### config.mk
export PLATFORM = sky130hd
export DESIGN_NAME = recv_flat
export DESIGN_NICKNAME = d
export VERILOG_FILES = /design/src/rtl/comms_pkg.sv /design/src/rtl/recv_if.sv /design/src/rtl/recv_uart_rx_frame.sv /design/src/rtl/recv.sv /design/src/flat_wrapper.sv
export SDC_FILE = /design/constraint.sdc
export NUM_CORES = 1
export LEC_CHECK = 0
export CAP_MARGIN = 15
export CORE_UTILIZATION = 45
export DETAILED_ROUTE_END_ITERATION = 7
export PLACE_DENSITY = 0.73
export SETUP_SLACK_MARGIN = 0.4
export SLEW_MARGIN = 10
export SYNTH_ARGS = -nofsm -noshare
export SYNTH_HDL_FRONTEND = slang
export SYNTH_SLANG_ARGS = --single-unit
### constraint.sdc
create_clock -name clk_in -period 1.69 [get_ports clk_in]
set_input_delay 0.338 -clock clk_in [delete_from_list [all_inputs] [get_ports clk_in]]
set_output_delay 0.338 -clock clk_in [all_outputs]
set_load 0.03 [all_outputs]
### src/rtl/comms_pkg.sv
// Shared definitions for the UART receive path.
// Provides the frame FSM state encoding and the half-bit sample offset helper.
package comms_pkg;

  typedef enum logic [1:0] {
    IDLE  = 2'd0,
    START = 2'd1,
    DATA  = 2'd2,
    STOP  = 2'd3
  } rx_state_t;

  // Cycles from start-bit detection to the first (mid-bit) sample.
  function automatic int unsigned half_bit(input int unsigned ratio);
    return ratio / 2;
  endfunction

endpackage

### src/rtl/recv_if.sv
// Serial-in / word-out bundle of the multi-frame UART receiver.
//   rx_in     : serial line, idle high
//   data_out  : assembled word
//   valid_out : one-cycle strobe, data_out valid
//   error_out : one-cycle strobe, framing error or timeout discard
//   busy_out  : frame in progress or partial word held
interface recv_if #(
  parameter int unsigned DATA_SIZE = 16
);
  logic                 rx_in;
  logic [DATA_SIZE-1:0] data_out;
  logic                 valid_out;
  logic                 error_out;
  logic                 busy_out;

  modport master (
    input  rx_in,
    output data_out, valid_out, error_out, busy_out
  );

  modport slave (
    output rx_in,
    input  data_out, valid_out, error_out, busy_out
  );
endinterface

### src/rtl/recv_uart_rx_frame.sv
// Single-frame UART deserialiser (start, FRAME_SIZE data bits LSB first, stop).
// Expects an already synchronised line.
//   clk_in, rst_in : clock, synchronous active-low reset
//   rxs            : synchronised serial line
//   frame_out      : received frame, updated with frame_done
//   frame_done     : one-cycle pulse, good stop bit
//   frame_err      : one-cycle pulse, stop bit sampled low
//   active         : FSM is outside IDLE
module uart_rx_frame
  import comms_pkg::*;
#(
  parameter int unsigned CLK_BAUD_RATIO = 25,
  parameter int unsigned FRAME_SIZE     = 8
) (
  input  logic                  clk_in,
  input  logic                  rst_in,
  input  logic                  rxs,
  output logic [FRAME_SIZE-1:0] frame_out,
  output logic                  frame_done,
  output logic                  frame_err,
  output logic                  active
);

  localparam int unsigned CNT_W = $clog2(CLK_BAUD_RATIO);
  localparam int unsigned IDX_W = (FRAME_SIZE > 1) ? $clog2(FRAME_SIZE) : 1;
  localparam logic [CNT_W-1:0] CNT_LAST  = CNT_W'(CLK_BAUD_RATIO - 1);
  // Loaded on detection so the start-bit sample lands half a bit later.
  localparam logic [CNT_W-1:0] CNT_START = CNT_W'(CLK_BAUD_RATIO - half_bit(CLK_BAUD_RATIO));
  localparam logic [IDX_W-1:0] IDX_LAST  = IDX_W'(FRAME_SIZE - 1);

  rx_state_t             state;
  logic [CNT_W-1:0]      cnt;
  logic [IDX_W-1:0]      idx;
  logic [FRAME_SIZE-1:0] shreg;
  logic                  sample;

  assign sample = (cnt == CNT_LAST);

  // Frame FSM with bit-period counter and shift register.
  always_ff @(posedge clk_in) begin
    if (!rst_in) begin
      state      <= IDLE;
      cnt        <= '0;
      idx        <= '0;
      shreg      <= '0;
      frame_out  <= '0;
      frame_done <= 1'b0;
      frame_err  <= 1'b0;
      active     <= 1'b0;
    end else begin
      frame_done <= 1'b0;
      frame_err  <= 1'b0;
      case (state)
        IDLE: begin
          if (!rxs) begin
            state  <= START;
            cnt    <= CNT_START;
            active <= 1'b1;
          end
        end
        START: begin
          if (sample) begin
            cnt <= '0;
            if (rxs) begin
              state  <= IDLE;
              active <= 1'b0;
            end else begin
              state <= DATA;
              idx   <= '0;
            end
          end else begin
            cnt <= cnt + CNT_W'(1);
          end
        end
        DATA: begin
          if (sample) begin
            cnt   <= '0;
            shreg <= {rxs, shreg[FRAME_SIZE-1:1]};
            idx   <= idx + IDX_W'(1);
            if (idx == IDX_LAST) state <= STOP;
          end else begin
            cnt <= cnt + CNT_W'(1);
          end
        end
        STOP: begin
          // Resolve at mid-stop so a back-to-back start bit is not missed.
          if (sample) begin
            cnt    <= '0;
            state  <= IDLE;
            active <= 1'b0;
            if (rxs) begin
              frame_done <= 1'b1;
              frame_out  <= shreg;
            end else begin
              frame_err <= 1'b1;
            end
          end else begin
            cnt <= cnt + CNT_W'(1);
          end
        end
        default: begin
          state  <= IDLE;
          active <= 1'b0;
        end
      endcase
    end
  end

endmodule

### src/rtl/recv.sv
// Multi-frame UART receiver: assembles FRAMES consecutive frames into one word.
//   clk_in, rst_in : clock, synchronous active-low reset
//   bus            : recv_if master (rx_in in; data/valid/error/busy out)
module recv
  import comms_pkg::*;
#(
  parameter int unsigned CLK_BAUD_RATIO = 25,
  parameter int unsigned FRAME_SIZE     = 8,
  parameter int unsigned FRAMES         = 2,
  parameter int unsigned TIMEOUT_BAUDS  = 20
) (
  input  logic    clk_in,
  input  logic    rst_in,
  recv_if.master  bus
);

  localparam int unsigned DATA_SIZE = FRAME_SIZE * FRAMES;
  localparam int unsigned FC_W      = (FRAMES > 1) ? $clog2(FRAMES) : 1;
  localparam int unsigned TO_LIMIT  = TIMEOUT_BAUDS * CLK_BAUD_RATIO;
  localparam int unsigned TO_W      = (TO_LIMIT > 1) ? $clog2(TO_LIMIT) : 1;
  localparam logic [FC_W-1:0] FC_LAST = FC_W'(FRAMES - 1);
  localparam logic [TO_W-1:0] TO_LAST = TO_W'(TO_LIMIT - 1);

  logic                  rx_s1, rxs, armed;
  logic [1:0]            fill;
  logic                  rx_gated;
  logic [FRAME_SIZE-1:0] frame;
  logic                  frame_done, frame_err, active;
  logic [DATA_SIZE-1:0]  word_q, word_c, data_q;
  logic [FC_W-1:0]       frame_cnt;
  logic [TO_W-1:0]       to_cnt;
  logic                  valid_q, error_q, busy_q;
  logic                  start_det_c, to_run_c, to_fire_c;

  // Until armed the FSM sees an idle line, so no start can be detected.
  assign rx_gated = rxs | ~armed;

  uart_rx_frame #(
    .CLK_BAUD_RATIO (CLK_BAUD_RATIO),
    .FRAME_SIZE     (FRAME_SIZE)
  ) u_frame (
    .clk_in     (clk_in),
    .rst_in     (rst_in),
    .rxs        (rx_gated),
    .frame_out  (frame),
    .frame_done (frame_done),
    .frame_err  (frame_err),
    .active     (active)
  );

  // Word with the new frame merged into its slot; timeout control terms.
  always_comb begin
    word_c = word_q;
    word_c[32'(frame_cnt) * FRAME_SIZE +: FRAME_SIZE] = frame;
    start_det_c = armed && !rxs && !active;
    to_run_c    = (TO_LIMIT != 0) && !active && ((frame_cnt != '0) || frame_done);
    to_fire_c   = to_run_c && !frame_done && !frame_err && (to_cnt == TO_LAST);
  end

  // Synchroniser, arming, assembly, timeout and registered outputs.
  always_ff @(posedge clk_in) begin
    if (!rst_in) begin
      rx_s1     <= 1'b1;
      rxs       <= 1'b1;
      fill      <= '0;
      armed     <= 1'b0;
      word_q    <= '0;
      data_q    <= '0;
      frame_cnt <= '0;
      to_cnt    <= '0;
      valid_q   <= 1'b0;
      error_q   <= 1'b0;
      busy_q    <= 1'b0;
    end else begin
      rx_s1 <= bus.rx_in;
      rxs   <= rx_s1;
      // fill[1] marks that rxs now carries a real line sample, not the reset value.
      fill  <= {fill[0], 1'b1};
      if (fill[1] && rxs) armed <= 1'b1;

      valid_q <= 1'b0;
      error_q <= 1'b0;
      if (frame_err) begin
        frame_cnt <= '0;
        word_q    <= '0;
        error_q   <= 1'b1;
      end else if (frame_done) begin
        if (frame_cnt == FC_LAST) begin
          data_q    <= word_c;
          valid_q   <= 1'b1;
          frame_cnt <= '0;
          word_q    <= '0;
        end else begin
          word_q    <= word_c;
          frame_cnt <= frame_cnt + FC_W'(1);
        end
      end else if (to_fire_c) begin
        frame_cnt <= '0;
        word_q    <= '0;
        error_q   <= 1'b1;
      end

      if (start_det_c || !to_run_c || to_fire_c) to_cnt <= '0;
      else                                       to_cnt <= to_cnt + TO_W'(1);

      busy_q <= active || (frame_cnt != '0);
    end
  end

  assign bus.data_out  = data_q;
  assign bus.valid_out = valid_q;
  assign bus.error_out = error_q;
  assign bus.busy_out  = busy_q;

endmodule

### src/flat_wrapper.sv
// flat-port wrapper written by rule: the top's interface ports become plain ports
module recv_flat import comms_pkg::*;
#(
  parameter int unsigned CLK_BAUD_RATIO = 25,
  parameter int unsigned FRAME_SIZE     = 8,
  parameter int unsigned FRAMES         = 2,
  parameter int unsigned TIMEOUT_BAUDS  = 20
)
  (clk_in, rst_in, bus_rx_in, bus_data_out, bus_valid_out, bus_error_out, bus_busy_out);
  recv_if #(.DATA_SIZE(16)) bus_i ();
  input  logic clk_in;
  input  logic rst_in;
  input wire logic [$bits(bus_i.rx_in)-1:0] bus_rx_in;
  output wire logic [$bits(bus_i.data_out)-1:0] bus_data_out;
  output wire logic [$bits(bus_i.valid_out)-1:0] bus_valid_out;
  output wire logic [$bits(bus_i.error_out)-1:0] bus_error_out;
  output wire logic [$bits(bus_i.busy_out)-1:0] bus_busy_out;
  assign bus_i.rx_in = bus_rx_in;
  assign bus_data_out = bus_i.data_out;
  assign bus_valid_out = bus_i.valid_out;
  assign bus_error_out = bus_i.error_out;
  assign bus_busy_out = bus_i.busy_out;
  recv #(.CLK_BAUD_RATIO(CLK_BAUD_RATIO), .FRAME_SIZE(FRAME_SIZE), .FRAMES(FRAMES), .TIMEOUT_BAUDS(TIMEOUT_BAUDS)) u_core (.clk_in(clk_in), .rst_in(rst_in), .bus(bus_i));
endmodule
Word level (Yosys, flattened, before mapping)
Index checks and enable logic that the tools add are counted.
Storage, ports and cells
  input port bits: 3
  logic and storage cells: 109
  flip-flop bits (word level): 79
  output and inout port bits: 19
Operators by class
  shift operators: 2
  equal/unequal tests: 13
  bitwise operators: 5
  $add $sub $neg: 5
  multiplexer cells: 33
  reductions and logical operators: 31
Operators by type and width (number)
  16-bit two-way mux: 3
  4-bit negation with 34-bit output: 1
  8-bit by 34-bit variable shift with 16-bit output (first input constant): 1
  8-bit by 34-bit indexed part select with 16-bit output: 1
  16-bit bitwise mux: 1
  1-bit two-way mux: 14
  2-bit inequality test (second input constant): 7
  2-bit two-way mux: 6
  5-bit two-way mux: 2
  5-bit case mux with 2 select lines: 1
  5-bit AND reduction: 2
  9-bit by 1-bit adder with 9-bit output (second input constant): 1
  9-bit == test (second input constant): 1
  3-bit two-way mux: 3
  3-bit AND reduction: 3
  2-bit case mux with 4 select lines: 1
  1-bit logical AND: 7
  3-bit case mux with 2 select lines: 1
  3-bit OR reduction: 2
  5-bit by 1-bit adder with 5-bit output (second input constant): 1
  5-bit == test (second input constant): 1
  1-bit logical NOT: 5
  2-bit == test (second input constant): 2
  1-bit logical OR: 4
  other kinds (13): 18

Longest topological paths before layout
Gate-level depths: netlist (run 1).
  depth after elaboration: 8
  gate-level depth with buffers: 7
  gate-level depth less buffers: 6

Hierarchy
A second synthesis (run 1) with hierarchy kept.
Second synthesis, totals
  cells, all modules: 339
  area total of the unflattened synthesis: 3026.7 µm²
Modules (own cells, without submodules)
  recv: cells each 182, sequential area each 840.8 µm², times used 1, area each 1657.8 µm²
  uart_rx_frame: cells each 157, sequential area each 580.6 µm², times used 1, area each 1368.8 µm²

Least setup slack after synthesis (run 1)
Ideal clock, no wire load.
  path type: register -> register
  from: register u_core.u_frame.state[0]
  to: register u_core.u_frame.cnt[4]
  slack: 0.160 ns
  path buffers: 1
  period minus slack after synthesis: 1.530 ns
  library setup time: 0.075 ns
  data arrival time: 1.454 ns
  cell stages (with the launch flop): 7
  required time: 1.615 ns
  cell sequence: dfxtp_1 inv_1 ha_1 and2_4 buf_6 or4_1 a31oi_1
On the way
  longest elaborated chain between the ends: 3
  elaborated cells on any way between the ends: 7
  those cells by class: eq/ne: 4; mux: 1; reduce/logical: 2
RTL lines
  from (decl): line recv_uart_rx_frame.sv:31  | rx_state_t state;
  from (signal assigned): line recv_uart_rx_frame.sv:42  | state <= IDLE;
  from (signal assigned): line recv_uart_rx_frame.sv:56  | state <= START;
  from (signal assigned): line recv_uart_rx_frame.sv:65  | state <= IDLE;
  2-bit == test / 2-bit by 1-bit == test with 1-bit output (equally long branches): line recv_uart_rx_frame.sv:53  | case (state)
  3-bit OR reduction (no line)
  5-bit case mux with 2 select lines: line recv_uart_rx_frame.sv:53
  to (signal assigned): line recv_uart_rx_frame.sv:72  | cnt <= cnt + CNT_W'(1);
  to (signal assigned): line recv_uart_rx_frame.sv:82  | cnt <= cnt + CNT_W'(1);
  to (signal assigned): line recv_uart_rx_frame.sv:98  | cnt <= cnt + CNT_W'(1);
  to (decl): line recv_uart_rx_frame.sv:32  | logic [CNT_W-1:0] cnt;
Parallel ways exist; a longest one is shown, timed or not.
A chain may end at the register's enable or synchronous reset.

==> out/metrics.cfg, run 1 <==
[outcome]
outcome=finished clean

[placed_design]
pre_cts_slack_ns=-0.0729
io_buffers=21
placed_area_sq_um=3200
finalWeightedCongestion=0.742
dpl.hpwl_microns=3570

[route]
drcViolationCount=0
drt_first_pass_iters=4
num_vias=2250
wl_microns=5920
wl_per_cell_microns=13.4
drtIter0Drc=127
ant_nets=0
post_drt_via_cell_ratio=5.10

[sta]
tightest_slew_ns=0.312
rsz0062_at_grt=true
setup_ws_ns=0.219
final.setup.tns_ns=0
maxSlewViolCount=0
fmax_mhz=680
period_needed_ns=1.47
finClkSkew_ns=0.00630
fin_crit_sh_pct=87.0
relSlewSlack_pct=79.1
finalHoldViolCount=0
setup_viol=0

[logic_synthesis]
synth_cells=307
synthTopCellsByCount=dfxtp_1, nand2_1, nor2_1, a21oi_1, mux2i_1
syn_avg_cell_area_sq_um=9.18
synth_top_area_share_pct=50.4
syn_nets=320
synthTopCellsByArea=dfxtp_1, nand2_1, a21oi_1
yosysMostFrequentCell=dfxtp_1
synthesis.area_sq_um=2820
synth-edff-count=0
yosys.area.top_type=dfxtp_1
yosys_warnings=0
ys_seq_elements=71
synth.distinct_cells=46
ys_seq_area_share_pct=50.4
async_flop_share_pct=0
ys.flop_type=dfxtp_1

[layout]
antennaDiodeCount=0
final_core_util_pct=62.1
fin_area_sq_um=3720
area_growth_pct=32.1
drive_above_1_share_pct=38.3
nNetsFinal=374

[power]
p_leak_nw=1.45
powerDensity_nw_per_um2=915
total_power_w=0.00341
ir_worst_vdd_v=0.000685

[critical_path]
startpoint_type=flip-flop
worst-setup-path-type=flip-flop to flip-flop
cp.arrival_ns=1.71
required_ns=1.93
cp-end-kind=flip-flop
crit_fanout=6

[clock_tree]
clock_sinks=71
cts-buffers-inserted=9
cts.clk_slew.worst_paths_ns=0.07
cts_htree_levels=3
cts_tree=built
clockRootBuffer=clkbuf_8
cts_buffer_depth=2
clock_latency_ns=0.35

[grt]
grt_max_degree=32
grt_pass1_vias=2044
grt_remaining_overflow=0
antenna_found_initial=0
grtUsageTotal_pct=18.3
grt_pass1_wl_microns=9090

[floorplan]
initial_core_util_pct=47.0
coreArea_sq_um=5990
std_cell_rows=28
num_io_pins=22
die_x_microns=81.1
die_h_microns=81.1
die-area_sq_um=6580

[run]
maxCapViolations=0

[hold_path]
min_path_type=flip-flop to flip-flop

## report_power, final
| group | switching, W | leakage, nW | internal (W) | total (W) |
|---|---|---|---|---|
| Sequential | 0.0000507 | 0.582 | 0.00172 | 0.00177 |
| Clock | 0.000643 | 0.0849 | 0.000576 | 0.00122 |
| Combinational | 0.000220 | 0.787 | 0.000200 | 0.000420 |
| Total | 0.000913 | 1.45 | 0.00249 | 0.00341 |
## critical path, stage by stage, from the launching register on
cell and delay (ns):
dfxtp_2 0.33, inv_2 0.07, ha_4 0.13, and4b_4 0.32
nand2_2 0.07, a211o_2 0.34, mux2i_1 0.11
## area by class of cell
class | count | area, sq um
Timing Repair Buffer | 56 | 408
Multi-Input combinational cell | 214 | 1550
Clock buffer | 10 | 138
Clock inverter | 6 | 45.0
Inverter | 9 | 38.8
Fill cell | 473 | 2270
Tap cell | 75 | 93.8
Sequential cell | 71 | 1450
## per-layer routing
metal	global-route usage [%]	up-vias	part of all wire [%]
li1	-	1148	-
met1	22.1	1044	46
met2	29.5	48	48
met3	6.97	10	4.9
met4	6.96	0	1.5
met5	0	-	0
## cells in the final DEF (no fill, tap or decap), types with 6 or more instances in the layout
master,instances
buf_4,29
nor2_1,26
mux2i_1,12
buf_2,19
a22o_1,8
dfxtp_2,10
clkbuf_8,10
a21oi_1,17
nand2_1,54
nand3_1,6
a21oi_2,8
dfxtp_1,56
## cells by family (layout without fill, tap and decap cells)
family,after synthesis,in the layout,share of synthesized area [%]
AO/OA/AOI/OAI,58,58,13.2
XOR/XNOR,7,7,2.18
adder cells (fa/ha/maj),10,10,4.44
buffers and inverters,23,81,4.22
flip-flops,71,71,50.4
multiplexers,12,12,4.26
AND/OR/NAND/NOR,126,127,21.2
## metrics by stage
stage	std cells	hold slack, ns
after floorplan	307	0.366
after global placement	401	0.391
after detailed placement	401	0.396
after CTS	429	0.413
after global routing	441	0.428
final	441	0.409
## final timing paths
path,start,endpoint,slack (ns),depth (start not counted)
max reg2reg,u_core.u_frame.cnt[0]$_SDFFE_PN0N_,flip-flop,0.22,6
min reg2reg,u_core.rx_s1$_SDFF_PN1_,u_core.rxs$_SDFF_PN1_,0.41,1
min,u_core.rx_s1$_SDFF_PN1_,u_core.rxs$_SDFF_PN1_,0.41,1
max,u_core.u_frame.cnt[0]$_SDFFE_PN0N_,flip-flop,0.22,6
## registers in the layout, summed over array words and instances, names as in the netlist, named ones only
register,flops
u_core.u_frame.cnt,5
u_core.bus.error_out,1
u_core.u_frame.frame_err,1
u_core.bus.data_out,16
u_core.u_frame.state,1
u_core.rx_s1,1
u_core.u_frame.idx,3
u_core.rxs,1
u_core.to_cnt,9
u_core.bus.valid_out,1
u_core.armed,1
u_core.fill,2
u_core.u_frame.frame_done,1
u_core.u_frame.frame_out,8
u_core.bus.busy_out,1
u_core.frame_cnt,1
u_core.u_frame.active,1
u_core.u_frame.shreg,8
u_core.word_q,8
## what timing repair did
item                                    CTS  global route
endpoints found under the setup margin   73            65
pin swaps                                13            15
cloned                                    1             1
hold buffers                              0             0
setup buffers                            11            11
gates resized for setup                 122            46
Note: power is estimated with default switching activity, not from simulation.
==> run 2, diff against run 1 <==
- PLACE_DENSITY: 0.73 -> 0.76
- clock period: 1.69 -> 1.2 ns (I/O delays scaled with it)
==> run 2 against run 1 <==
  * Largest cell class unchanged
  * Sequential share of layout area is 5.7 points lower
  * Combinational power is 72% higher
  * Worst hold slack got worse by 0.040 ns
  * Via count increased by 13%
  * Clock skew up 0.0026 ns
  * Die area is the same
  * Setup slack got worse by 0.53 ns
  * Cell count grew 8.8%
  * First-iteration DRC count shrank 44%
  * The flow now finishes with violations (setup timing)
  * Power rose by 53%
  * Critical path type unchanged
  * Wire length is 29% higher
==> out/metrics.cfg, run 2 (synthesis gave the netlist of run 1 again) <==
[sta]
tightest_slew_ns=0.357
rsz0062_at_grt=true
period_needed_ns=1.51
finClkSkew_ns=0.00894
finalHoldViolCount=0
maxSlewViolCount=0
fin_crit_sh_pct=126
relSlewSlack_pct=76.0
setup_ws_ns=-0.309
fmax_mhz=663
setup_viol=64

[power]
p_sw_share_pct=25.1
combPwrFrac_pct=13.9
powerDensity_nw_per_um2=1180
p_leak_nw=1.88
power.internal_w=0.00390
pwr-share-clk_pct=38.6
ir_worst_vdd_v=0.000717
switchingPower_w=0.00131
seqPwrFrac_pct=47.5

[critical_path]
reg2reg_setup_slack_ns=-0.31
worst-setup-path-type=flip-flop to flip-flop
crit_slowest_cell=nor4_4
cp_slowest_stage_delay_ns=0.37
required_ns=1.44
path_buf_inv=0
cp.arrival_ns=1.75
startpoint_type=flip-flop
reg2reg_from=u_core.to_cnt[1]$_SDFF_PP0_
cp-end-kind=flip-flop
cp.depth=5
path_cells=ha_4 > nand4bb_4 > nor4_4 > nor3_4 > a22o_1
crit_family=simple AND/OR/NAND/NOR gates
cp-startpoint=u_core.to_cnt[1]$_SDFF_PP0_
crit_fanout=8
r2r_cells=5

[layout]
final_common_cell=buf_4
largest_register_ffs=16
mostFrequentLayoutCells=buf_4, dfxtp_1, nand2_1
drive_above_1_share_pct=56.8
antennaDiodeCount=0
area_growth_pct=56.7
final_core_util_pct=73.7
fillCellCount=391
post_layout_nonfiller_instances=480
nNetsFinal=413

[floorplan]
die_x_microns=81.1
coreArea_sq_um=5990
num_io_pins=22
std_cell_rows=28
die_h_microns=81.1
initial_core_util_pct=47.0
die-area_sq_um=6580

[route]
drcViolationCount=0
num_vias=2542
wl_microns=7650
wl_per_cell_microns=15.9
drt_first_pass_iters=4
drtIter0Drc=71
ant_nets=0
post_drt_via_cell_ratio=5.30

[clock_tree]
cts_tree=built
cts_buffer_depth=2
clock_latency_ns=0.35
cts-buffers-inserted=9
cts.clk_slew.worst_paths_ns=0.07
clockRootBuffer=clkbuf_8
cts_htree_levels=3
clock_sinks=71

[placed_design]
dp_cells=436
io_buffers=21
dpl.hpwl_microns=4000
finalWeightedCongestion=0.751

[grt]
grtUsageTotal_pct=20.9
grt_max_degree=34
grt_remaining_overflow=0
grt_pass1_vias=2262
grt_pass1_wl_microns=10100
antenna_found_initial=0

[outcome]
violations=setup timing
outcome=complete, but fails checks

[hold_path]
holdPathStages=2
min_path_type=primary input to flip-flop
hold_start=rst_in

[run]
maxCapViolations=0

==> run 2: power by group through the flow <==
stage	Clock [W]	Sequential [W]	Combinational [W]
after floorplan	0	0.00253	0.000357
after global placement	0	0.00251	0.000546
after detailed placement	0	0.00252	0.000566
after CTS	0.00201	0.00248	0.000636
after global routing	0.00216	0.00248	0.000780
final	0.00201	0.00247	0.000724
==> run 2: area by class of cell <==
| cell class | instances | area [sq um] | area share, % |
|---|---|---|---|
| clock buffer | 13 | 169 | 3.82 |
| clock inverter | 3 | 40.0 | 0.907 |
| tap | 75 | 93.8 | 2.12 |
| inverter | 9 | 40.0 | 0.907 |
| multi-input combinational | 214 | 1690 | 38.4 |
| sequential | 71 | 1470 | 33.3 |
| timing repair buffer | 95 | 910 | 20.6 |
==> run 2: path summary, 6_finish.rpt <==
path / to
max: u_core.word_q[1]$_SDFFE_PP0P_
min: u_core.fill[0]$_DFF_P_
min reg2reg: u_core.rxs$_SDFF_PN1_
max reg2reg: u_core.word_q[1]$_SDFFE_PP0P_
==> run 2: stage by stage <==
step | setup WS, ns | hold slack, ns | TNS [ns] | power, W | instance area, sq um
after global placement | -0.368 | 0.392 | -15.22 | 0.00306 | 3440
final | -0.309 | 0.369 | -11.60 | 0.00521 | 4420
after CTS | -0.289 | 0.405 | -9.21 | 0.00512 | 4020
after global routing | -0.350 | 0.403 | -15.28 | 0.00542 | 4420
after floorplan | -0.222 | 0.268 | -4.04 | 0.00289 | 2930
after detailed placement | -0.450 | 0.411 | -17.65 | 0.00308 | 3440
==> run 2: repair_timing <==
action,CTS,global route
hold buffers,0,0
endpoints found under the hold margin,0,0
pin swaps,13,32
gates cloned,2,1
gates resized for setup,85,69
buffers inserted,9,16
endpoints found under the setup margin,86,84
==> run 2: layer usage <==
| metal | track usage [%] | vias to the layer above | part of all wire (%) | routed length, microns |
|---|---|---|---|---|
| met5 | 0 | - | 0 | 0 |
| met4 | 10.5 | 0 | 2.6 | 197 |
| met3 | 6.07 | 19 | 4.1 | 313 |
| met2 | 36.6 | 67 | 54 | 4120 |
| met1 | 22.8 | 1231 | 40 | 3030 |
| li1 | - | 1225 | - | - |
==> run 3, diff against run 2 <==
- HOLD_SLACK_MARGIN: default -> 0.03
- MAX_ROUTING_LAYER: default -> met4
==> run 3 against run 2 <==
  * The run still ends with setup timing left
  * Clock skew barely moved
  * Clock power hardly changed
  * Cell count unchanged
  * Combinational power about the same
  * Largest cell class unchanged
  * Highest routed layer unchanged
  * Register-to-register slack hardly changed
  * Setup slack got worse by 0.0028 ns
  * Final area unchanged
  * Fmax decreased by 0.19%
  * Global-route usage is 0.61 points higher
  * Clock-buffer cell count did not move
  * Die area unchanged
==> out/metrics.cfg, run 3 (synthesis gave the netlist of run 1 again) <==
[outcome]
outcome=complete, but fails checks
violations=setup timing

[grt]
grt_pass1_wl_microns=10100
antenna_found_initial=0
grt_remaining_overflow=0
grt_max_degree=34
grtUsageTotal_pct=21.5
grt_pass1_vias=2265

[hold_path]
min_path_type=primary input to flip-flop

[sta]
maxSlewViolCount=0
finClkSkew_ns=0.00915
setup_viol=64
finalHoldViolCount=0
setup_ws_ns=-0.312
rsz0062_at_grt=true
tightest_slew_ns=0.362
fin_crit_sh_pct=126
relSlewSlack_pct=75.7
period_needed_ns=1.51
fmax_mhz=661

[power]
ir_worst_vdd_v=0.000716
p_leak_nw=1.88
powerDensity_nw_per_um2=1180

[route]
num_vias=2506
wl_microns=7670
drt_first_pass_iters=4
wl_per_cell_microns=16.0
post_drt_via_cell_ratio=5.22
drtIter0Drc=77
ant_nets=0
drcViolationCount=0

[layout]
final_common_cell=buf_4
antennaDiodeCount=0
nNetsFinal=413
area_growth_pct=56.7
fin_area_sq_um=4420
mostFrequentLayoutCells=buf_4, dfxtp_1, nand2_1
largest_register_ffs=16
fillCellCount=391
drive_above_1_share_pct=56.8

[clock_tree]
clock_latency_ns=0.35
clockRootBuffer=clkbuf_8
ctsHoldBuffers=0
cts.clk_slew.worst_paths_ns=0.07
clock_sinks=71
cts_tree=built
cts_htree_levels=3
cts-buffers-inserted=9
cts_buffer_depth=2

[floorplan]
die_h_microns=81.1
num_io_pins=22
std_cell_rows=28
coreArea_sq_um=5990
die_x_microns=81.1
initial_core_util_pct=47.0
die-area_sq_um=6580

[placed_design]
io_buffers=21
finalWeightedCongestion=0.761
pre_cts_slack_ns=-0.450
placed_area_sq_um=3440
dpl.hpwl_microns=4000

[critical_path]
cp.arrival_ns=1.75
worst-setup-path-type=flip-flop to flip-flop
crit_fanout=8
reg2reg_setup_slack_ns=-0.31
cp-end-kind=flip-flop
startpoint_type=flip-flop
required_ns=1.44

[run]
maxCapViolations=0

==> run 3: cell counts in the layout (fill, tap and decap cells not counted) <==
No cell type changed its count.
==> run 3: worst paths after layout <==
check	start	endpoint	cells after the start
worst max register to register	u_core.to_cnt[1]$_SDFF_PP0_	u_core.word_q[1]$_SDFFE_PP0P_	5
worst min register to register	u_core.rx_s1$_SDFF_PN1_	u_core.rxs$_SDFF_PN1_	1
worst min-delay path	rst_in	u_core.fill[0]$_DFF_P_	2
worst max-delay path	u_core.to_cnt[1]$_SDFF_PP0_	u_core.word_q[1]$_SDFFE_PP0P_	5
==> run 3: timing repair <==
item | 4_1_cts | 5_1_grt
gates cloned | 2 | 1
resized for setup | 85 | 69
pin swaps | 13 | 32
buffers inserted | 9 | 16
endpoints found under the setup margin | 86 | 84
endpoints found under the hold margin | 0 | 0
==> run 3: report_power, final <==
group          switching [W]  leakage (nW)  total [W]  internal (W)
registers          0.0000489         0.590    0.00247       0.00243
logic               0.000372          1.18   0.000723      0.000351
clock network       0.000885         0.109    0.00201       0.00112
==> run 3: per-layer routing <==
layer	GRT usage [%]	vias up	wire length, microns
li1	-	1224	-
met1	22.8	1216	3070
met2	36.6	47	4130
met3	6.07	19	264
met4	10.5	0	200
met5	-	-	0
==> run 3: cell type report <==
| class | count | area, sq um | share of cell area (%) |
|---|---|---|---|
| clock buffer | 13 | 169 | 3.82 |
| clock inverter | 3 | 40.0 | 0.907 |
| inverter | 9 | 40.0 | 0.907 |
| multi-input combinational | 214 | 1690 | 38.4 |
| sequential | 71 | 1470 | 33.3 |
| tap | 75 | 93.8 | 2.12 |
| timing repair buffer | 95 | 910 | 20.6 |
==> run 3: critical path: stages (launching register included) <==
cell	delay, ns
dfxtp_2	0.35
ha_4	0.15
nand4bb_4	0.14
nor4_4	0.37
nor3_4	0.12
a22o_1	0.25
==> run 3: stage by stage <==
stage | setup TNS (ns) | power (W) | std cells | utilization [%] | hold WS [ns]
CTS | -9.21 | 0.00512 | 463 | 67.0 | 0.405
finish | -11.66 | 0.00521 | 480 | 73.7 | 0.371
global route | -15.28 | 0.00542 | 480 | 73.7 | 0.403
floorplan | -4.04 | 0.00289 | 307 | - | 0.268
detailed placement | -17.65 | 0.00308 | 436 | 57.4 | 0.411
global placement | -15.22 | 0.00306 | 436 | 57.4 | 0.392
